## src/rtl/cache_mem_bridge_pkg.sv

```systemverilog
// Shared types and constants for the cache-to-memory bridge.
// FSM state codes, grant encodings and the fixed word transfer size.
package cache_mem_bridge_pkg;

  typedef enum logic [1:0] {
    ST_IDLE = 2'd0,
    ST_ADDR = 2'd1,
    ST_DATA = 2'd2,
    ST_RESP = 2'd3
  } state_e;

  localparam logic GRANT_INST = 1'b0;
  localparam logic GRANT_DATA = 1'b1;

  localparam logic [1:0] MEM_SIZE_WORD = 2'b10;

endpackage

```

## src/rtl/cache_arb_pick.sv

```systemverilog
// Combinational grant choice between inst and data cache requests.
// On a collision the port that was not granted last wins.
module cache_arb_pick
  import cache_mem_bridge_pkg::*;
(
  input  logic inst_req,
  input  logic data_req,
  input  logic last_grant,
  output logic grant
);

  always_comb begin
    grant = GRANT_DATA;
    unique case (1'b1)
      (inst_req && data_req): begin
        grant = (last_grant == GRANT_DATA) ?
                GRANT_INST : GRANT_DATA;
      end
      (inst_req && !data_req): grant = GRANT_INST;
      default:                 grant = GRANT_DATA;
    endcase
  end

endmodule

```

## src/rtl/cache_mem_bridge.sv

```systemverilog
// Inst/data cache miss bridge onto an addr_ok/data_ok memory bus.
// Define CACHE_ARB_RR_EN for round-robin; default is data-over-inst.
module cache_mem_bridge
  import cache_mem_bridge_pkg::*;
#(
  parameter int ADDR_W = 32,
  parameter int DATA_W = 32
) (
  input  logic              clk,
  input  logic              resetn,
  input  logic              inst_cache_req,
  input  logic [ADDR_W-1:0] inst_cache_addr,
  output logic [DATA_W-1:0] inst_cache_rdata,
  output logic              inst_cache_dok,
  input  logic              data_cache_req,
  input  logic              data_cache_wr,
  input  logic [ADDR_W-1:0] data_cache_addr,
  input  logic [DATA_W-1:0] data_cache_wdata,
  output logic [DATA_W-1:0] data_cache_rdata,
  output logic              data_cache_dok,
  output logic              mem_req,
  output logic              mem_wr,
  output logic [1:0]        mem_size,
  output logic [ADDR_W-1:0] mem_addr,
  output logic [DATA_W-1:0] mem_wdata,
  input  logic              mem_addr_ok,
  input  logic [DATA_W-1:0] mem_rdata,
  input  logic              mem_data_ok
);

  state_e            state_q;
  logic              grant_q;
  logic              wr_q;
  logic              mem_req_q;
  logic [ADDR_W-1:0] addr_q;
  logic [DATA_W-1:0] wdata_q;
  logic [DATA_W-1:0] inst_rdata_q;
  logic [DATA_W-1:0] data_rdata_q;
  logic              inst_dok_q;
  logic              data_dok_q;
  logic              grant_d;
  logic              last_grant;
  logic              any_req;

  assign any_req = inst_cache_req | data_cache_req;

`ifdef CACHE_ARB_RR_EN
  logic last_grant_q;

  always_ff @(posedge clk or negedge resetn) begin
    if (!resetn) begin
      last_grant_q <= GRANT_INST;
    end else if (state_q == ST_IDLE && any_req) begin
      last_grant_q <= grant_d;
    end
  end

  assign last_grant = last_grant_q;
`else
  // Pinning last_grant to inst makes every collision go to data.
  assign last_grant = GRANT_INST;
`endif

  cache_arb_pick u_arb (
    .inst_req   (inst_cache_req),
    .data_req   (data_cache_req),
    .last_grant (last_grant),
    .grant      (grant_d)
  );

  always_ff @(posedge clk or negedge resetn) begin
    if (!resetn) begin
      state_q      <= ST_IDLE;
      grant_q      <= GRANT_INST;
      wr_q         <= 1'b0;
      mem_req_q    <= 1'b0;
      addr_q       <= '0;
      wdata_q      <= '0;
      inst_rdata_q <= '0;
      data_rdata_q <= '0;
      inst_dok_q   <= 1'b0;
      data_dok_q   <= 1'b0;
    end else begin
      inst_dok_q <= 1'b0;
      data_dok_q <= 1'b0;
      unique case (state_q)
        ST_IDLE: begin
          if (any_req) begin
            grant_q   <= grant_d;
            mem_req_q <= 1'b1;
            state_q   <= ST_ADDR;
            if (grant_d == GRANT_DATA) begin
              addr_q  <= data_cache_addr;
              wr_q    <= data_cache_wr;
              wdata_q <= data_cache_wdata;
            end else begin
              addr_q  <= inst_cache_addr;
              wr_q    <= 1'b0;
              wdata_q <= '0;
            end
          end
        end
        ST_ADDR: begin
          if (mem_addr_ok) begin
            mem_req_q <= 1'b0;
            state_q   <= ST_DATA;
          end
        end
        ST_DATA: begin
          if (mem_data_ok) begin
            state_q <= ST_RESP;
            if (grant_q == GRANT_DATA) begin
              data_dok_q <= 1'b1;
              if (!wr_q) data_rdata_q <= mem_rdata;
            end else begin
              inst_dok_q <= 1'b1;
              if (!wr_q) inst_rdata_q <= mem_rdata;
            end
          end
        end
        // One dead cycle so a req dropped on dok is not re-granted.
        ST_RESP: state_q <= ST_IDLE;
        default: state_q <= ST_IDLE;
      endcase
    end
  end

  assign mem_req          = mem_req_q;
  assign mem_wr           = wr_q;
  assign mem_size         = MEM_SIZE_WORD;
  assign mem_addr         = addr_q;
  assign mem_wdata        = wdata_q;
  assign inst_cache_rdata = inst_rdata_q;
  assign inst_cache_dok   = inst_dok_q;
  assign data_cache_rdata = data_rdata_q;
  assign data_cache_dok   = data_dok_q;

endmodule
```

## config.mk

```make
export PLATFORM = sky130hd
export DESIGN_NAME = cache_mem_bridge
export DESIGN_NICKNAME = d
export VERILOG_FILES = /design/src/rtl/cache_mem_bridge_pkg.sv /design/src/rtl/cache_arb_pick.sv /design/src/rtl/cache_mem_bridge.sv
export SDC_FILE = /design/constraint.sdc
export NUM_CORES = 1
export LEC_CHECK = 0
export CORE_MARGIN = 2
export CORE_UTILIZATION = 44
export DETAILED_ROUTE_END_ITERATION = 10
export PLACE_DENSITY = 0.86
export SLEW_MARGIN = 40
export SYNTH_ARGS = -nofsm -noshare
export SYNTH_HDL_FRONTEND = slang
export SYNTH_SLANG_ARGS = --single-unit
```

## constraint.sdc

```tcl
create_clock -name clk -period 3.6 [get_ports clk]
set_clock_uncertainty 0.15 [all_clocks]
set_input_delay 0.72 -clock clk [delete_from_list [all_inputs] [get_ports clk]]
set_output_delay 0.72 -clock clk [all_outputs]
set_load 0.1 [all_outputs]
```

# Yosys cells after proc, flatten, opt, wreduce, memory -nomap -nowiden
# Cells that the tools add are included.
# W data, S select, Z words.
dict set report totals {
  n_memories 0
  latch_bits 0
  mem_bits_rw 0
  out_inout_bits 134
  regBits 135
  word_cells 45
  rom_bits 0
}
dict set report op_classes {
  mux 17
  n_bitwise 3
  shifts 0
  n_eq_ne 6
  add_sub_neg 0
  mul 0
  reduce_logical 9
  n_div 0
  magnitude_cmp 0
}
# cell count
set ops {}
lappend ops {{$mux W32} 2}
lappend ops {{$mux W1} 10}
lappend ops {{$pmux W2 S4} 1}
lappend ops {{$reduce_and A4 Y1} 2}
lappend ops {{$mux W2} 3}
lappend ops {{$ne A2 B2 Y1 const B} 3}
lappend ops {{$reduce_and A3 Y1} 2}
lappend ops {{$eq A2 B2 Y1 const B} 2}
lappend ops {{$eq A2 B1 Y1 const B} 1}
lappend ops {{$logic_not A2 Y1} 1}
lappend ops {{$not A1 Y1} 2}
lappend ops {{$pmux W1 S2} 1}
lappend ops {{$reduce_and A2 Y1} 1}
lappend ops {{$reduce_bool A2 Y1} 1}
lappend ops {{$logic_and A1 B1 Y1} 1}
lappend ops {{$logic_not A1 Y1} 1}
lappend ops {{$or A1 B1 Y1} 1}

# Longest topological paths before layout
dict set report depth {
  ltp_word 3
  mapped_depth 8
}

# Cells and area by module
# From an unflattened synthesis, not the netlist that was laid out.
dict set report unflattened {
  hier_cells 456
  hier_area_um2 5632.9
}
# module n_inst seq_area_each_um2 area_each_um2 cells_per_inst
set by_module_without_submodules {}
lappend by_module_without_submodules {cache_mem_bridge 1 3378.2 5620.4 454}
lappend by_module_without_submodules {cache_arb_pick 1 0.0 12.5 2}

# Least setup slack after synthesis
# Ideal clock, no wire load.
dict set report synth_timing {
  path_type {register -> register}
  start {register wr_q, in the netlist mem_wr}
  end {register data_rdata_q[10], in the netlist data_cache_rdata[10]}
  slack_ps 1570
  t_arrival_ps 1754
  path_buffers 2
  required_time_ps 3325
  path_stages_with_launch 5
  period_less_slack_ps 2030
  path_cell_list {dfrtp_1 -> nand2b_1 -> buf_2 -> buf_6 -> mux2_4}
}
dict set report synth_between {
  elab_chain_cells 2
}
# item line_no
set synth_lines {}
lappend synth_lines {{start, declared} cache_mem_bridge.sv:33} ;# logic wr_q;
lappend synth_lines {{start signal, assigned} cache_mem_bridge.sv:94} ;# wr_q <= data_cache_wr;
lappend synth_lines {{$not A1 Y1 (no line)} -}
lappend synth_lines {{$reduce_and A4 Y1 (no line)} -}
lappend synth_lines {{end signal, assigned} cache_mem_bridge.sv:114} ;# if (!wr_q) data_rdata_q <= mem_rdata;
lappend synth_lines {{end, declared} cache_mem_bridge.sv:38} ;# logic [DATA_W-1:0] data_rdata_q;
# No other way between the ends.
# A chain may end at the register's enable or synchronous reset.

# Final worst setup path
dict set report layout_timing {
  start {input mem_data_ok}
  end {register data_rdata_q[0], in the netlist data_cache_rdata[0]}
}
dict set report layout_between {
  elab_chain_cells 1
}
# item line_no
set layout_lines {}
lappend layout_lines {{start, declared} cache_mem_bridge.sv:28} ;# input logic mem_data_ok
lappend layout_lines {{$reduce_and A4 Y1 (no line)} -}
# No other way between the ends.

==> qor.yml <==
synth_top_area_share_pct: 61.04
grt_max_degree: 85
endpoint: "data_cache_rdata[0]$_DFFE_PN0P_"
criticalPathCategory: "primary input to register"
clkSlewWorstSetupHoldPaths_ps: 60
boundaryPins: 269
grt_pass1_vias: 4378
placedCellCount: 801
start_util_pct: 45.50
multi_input_area_mm2: 0.001979
drtIter0Drc: 343
die_area_mm2: 0.01349
timing.rr.end: "data_cache_rdata[0]$_DFFE_PN0P_"
area_growth_syn_to_layout_pct: 51.12
max-slew-margin-rel_pct: 59.51
die_h_um: 116.2
fin_setup_tns_ps: 0
clk_path_buf_depth: 2
fin_crit_sh_pct: 62.51
cts_max_level: 4
gp_congestion: 0.7489
cts.repair.resized: 0
drive_above_1_share_pct: 35.94
synth_edf_count: 0
drt_first_pass_iters: 6
fp-row-count: 40
cts.sinks: 135
cp_num_cells: 5
synth_top_flop_cell: "dfrtp_1"
finalHoldViolCount: 0
cts_tree: "built"
cp_slowest_cell: "clkdlybuf4s50_1"
rsz0062_at_grt: "no"
antenna_found_initial: 0
antenna_left: 0
status: "finished, final reports clean"
reg2reg_depth: 6
numCtsBuffers: 17
final_nets: 792
layout.cells.non_filler: 833
clk_latency_ps: 410
seq_area_frac_synth_pct: 61.04
antenna_cells: 0
setup_viol: 0
netlist_area_mm2: 0.005534
routed_via_density: 5.055
grt_overflow: 0
via_count: 4211
cpPeakStageDelay_ps: 470
cts_setup_buffers: 0
crit_start: "mem_data_ok"
maxSlewViolCount: 0
hpwl_um: 10720
cp_max_fo: 13
synth_area_leaders: "dfrtp_1 61%, mux2_4 8.1%, mux2_2 6.5%"
critPathRequiredTime_ps: 3740
wl_per_cell_um: 17.38
grt_pass1_wl_um: 22220
root_buffer: "clkbuf_16"
holdBufCountCts: 0
synth-seq-cells: 135
mostFrequentLayoutCell: "dfrtp_1"
worst_pin_slew_ps: 605.0
synth.avg_cell_area_um2: 14.19
routed_wl_um: 14470
cp.arrival_ps: 2390
r2r_start: "state_q[0]$_DFFE_PN0P_"
synth_fp_nets: 530
path_cells: "clkdlybuf4s50_1, and3_1, nand2b_2, buf_4, mux2_2"
core_area_mm2: 0.01216
period_minus_slack_ps: 2250
yosysWarnings: 0
end_kind: "register"
nFillCells: 828
portBuffers: 266
seq_area_mm2: 0.003378
r2r_slack_ps: 1430
cp_top_family: "buffers and inverters"
synthCells: 390
drc_errors: 0
cp-start-kind: "primary input"
cap_violations: 0
die_x_um: 116.2
crit_buf_inv: 2
synth_top_cell_by_area: "dfrtp_1"
fmax_ghz: 0.4444
hold_path_class: "primary input to asynchronous set/reset pin"
synthArstFlopShare_pct: 100.0
layout_common_cells: "135 x dfrtp_1, 133 x clkdlybuf4s50_1, 91 x buf_2"
synth.distinct_cells: 24
track_usage_pct: 21.80
-- metal layers --
| layer | share of wire [%] | vias up | routed length (um) | GRT usage (%) |
|---|---|---|---|---|
| li1 | - | 1927 | - | - |
| met1 | 37 | 2048 | 5415 | 24.30 |
| met2 | 52 | 214 | 7480 | 38.36 |
| met3 | 9.0 | 22 | 1296 | 7.473 |
| met4 | 1.9 | 0 | 281 | 8.889 |
| met5 | 0 | - | 0 | 0 |
-- final cells by class --
class / instances / area share, %
sequential: 135 / 40.39
timing repair buffer: 274 / 26.35
multi-input combinational: 220 / 23.67
clock inverter: 11 / 1.152
tap: 168 / 2.513
clock buffer: 21 / 5.745
inverter: 4 / 0.1795
-- cells by family (layout without fill, tap and decap cells) --
kind of cell,Yosys count,count (layout),share of synthesized area [%]
AO/OA/AOI/OAI,70,70,9.541
multiplexers,98,98,21.23
AND/OR/NAND/NOR,45,45,3.301
flip-flops,135,135,61.04
other,2,2,0.1357
adder cells (fa/ha/maj),5,5,1.130
buffers and inverters,35,310,3.617
-- synthesized netlist by cell type (2+ instances only) --
library cell,instances
inv_1,4
mux2_2,32
buf_2,7
buf_6,6
o21ai_0,34
mux2_1,3
buf_4,4
dfrtp_1,135
ha_1,5
mux2i_1,33
conb_1,2
clkbuf_1,13
a32o_1,33
nor2_1,3
mux2_4,30
nand2_1,38
-- metrics by stage --
stage	util, %	area, um^2	worst slack, ps	hold slack, ps
2_1_floorplan	-	5534	1570	274.4
3_3_place_gp	67.77	8242	993.1	311.8
3_5_place_dp	64.02	7786	927.7	315.8
4_1_cts	68.77	8363	1361	99.99
5_1_grt	68.77	8363	1218	124.2
6_report	68.77	8363	1350	95.39
-- how the worst min path moves through the flow --
stage                        startpoint                                to  slack [ps]  cells past startpoint
2_1_floorplan                    resetn          data_cache_dok$_DFF_PN0_         270                      0
3_3_place_gp   mem_addr[15]$_DFFE_PN0P_          mem_addr[15]$_DFFE_PN0P_         310                      2
3_5_place_dp   mem_addr[24]$_DFFE_PN0P_          mem_addr[24]$_DFFE_PN0P_         320                      2
4_1_cts                          resetn  inst_cache_rdata[12]$_DFFE_PN0P_         100                      1
5_1_grt                          resetn  data_cache_rdata[11]$_DFFE_PN0P_         120                      1
6_report                         resetn           mem_addr[8]$_DFFE_PN0P_         100                      1
-- state kept, by name, indices dropped and copies added (netlist names) --
register	cells
data_cache_dok	1
data_cache_rdata	32
grant_q	1
inst_cache_dok	1
inst_cache_rdata	32
mem_addr	32
mem_req	1
mem_wdata	32
mem_wr	1
state_q	2
Power is not shown: default switching activity piles up to over one toggle a cycle in this logic, so the estimate is an artifact.
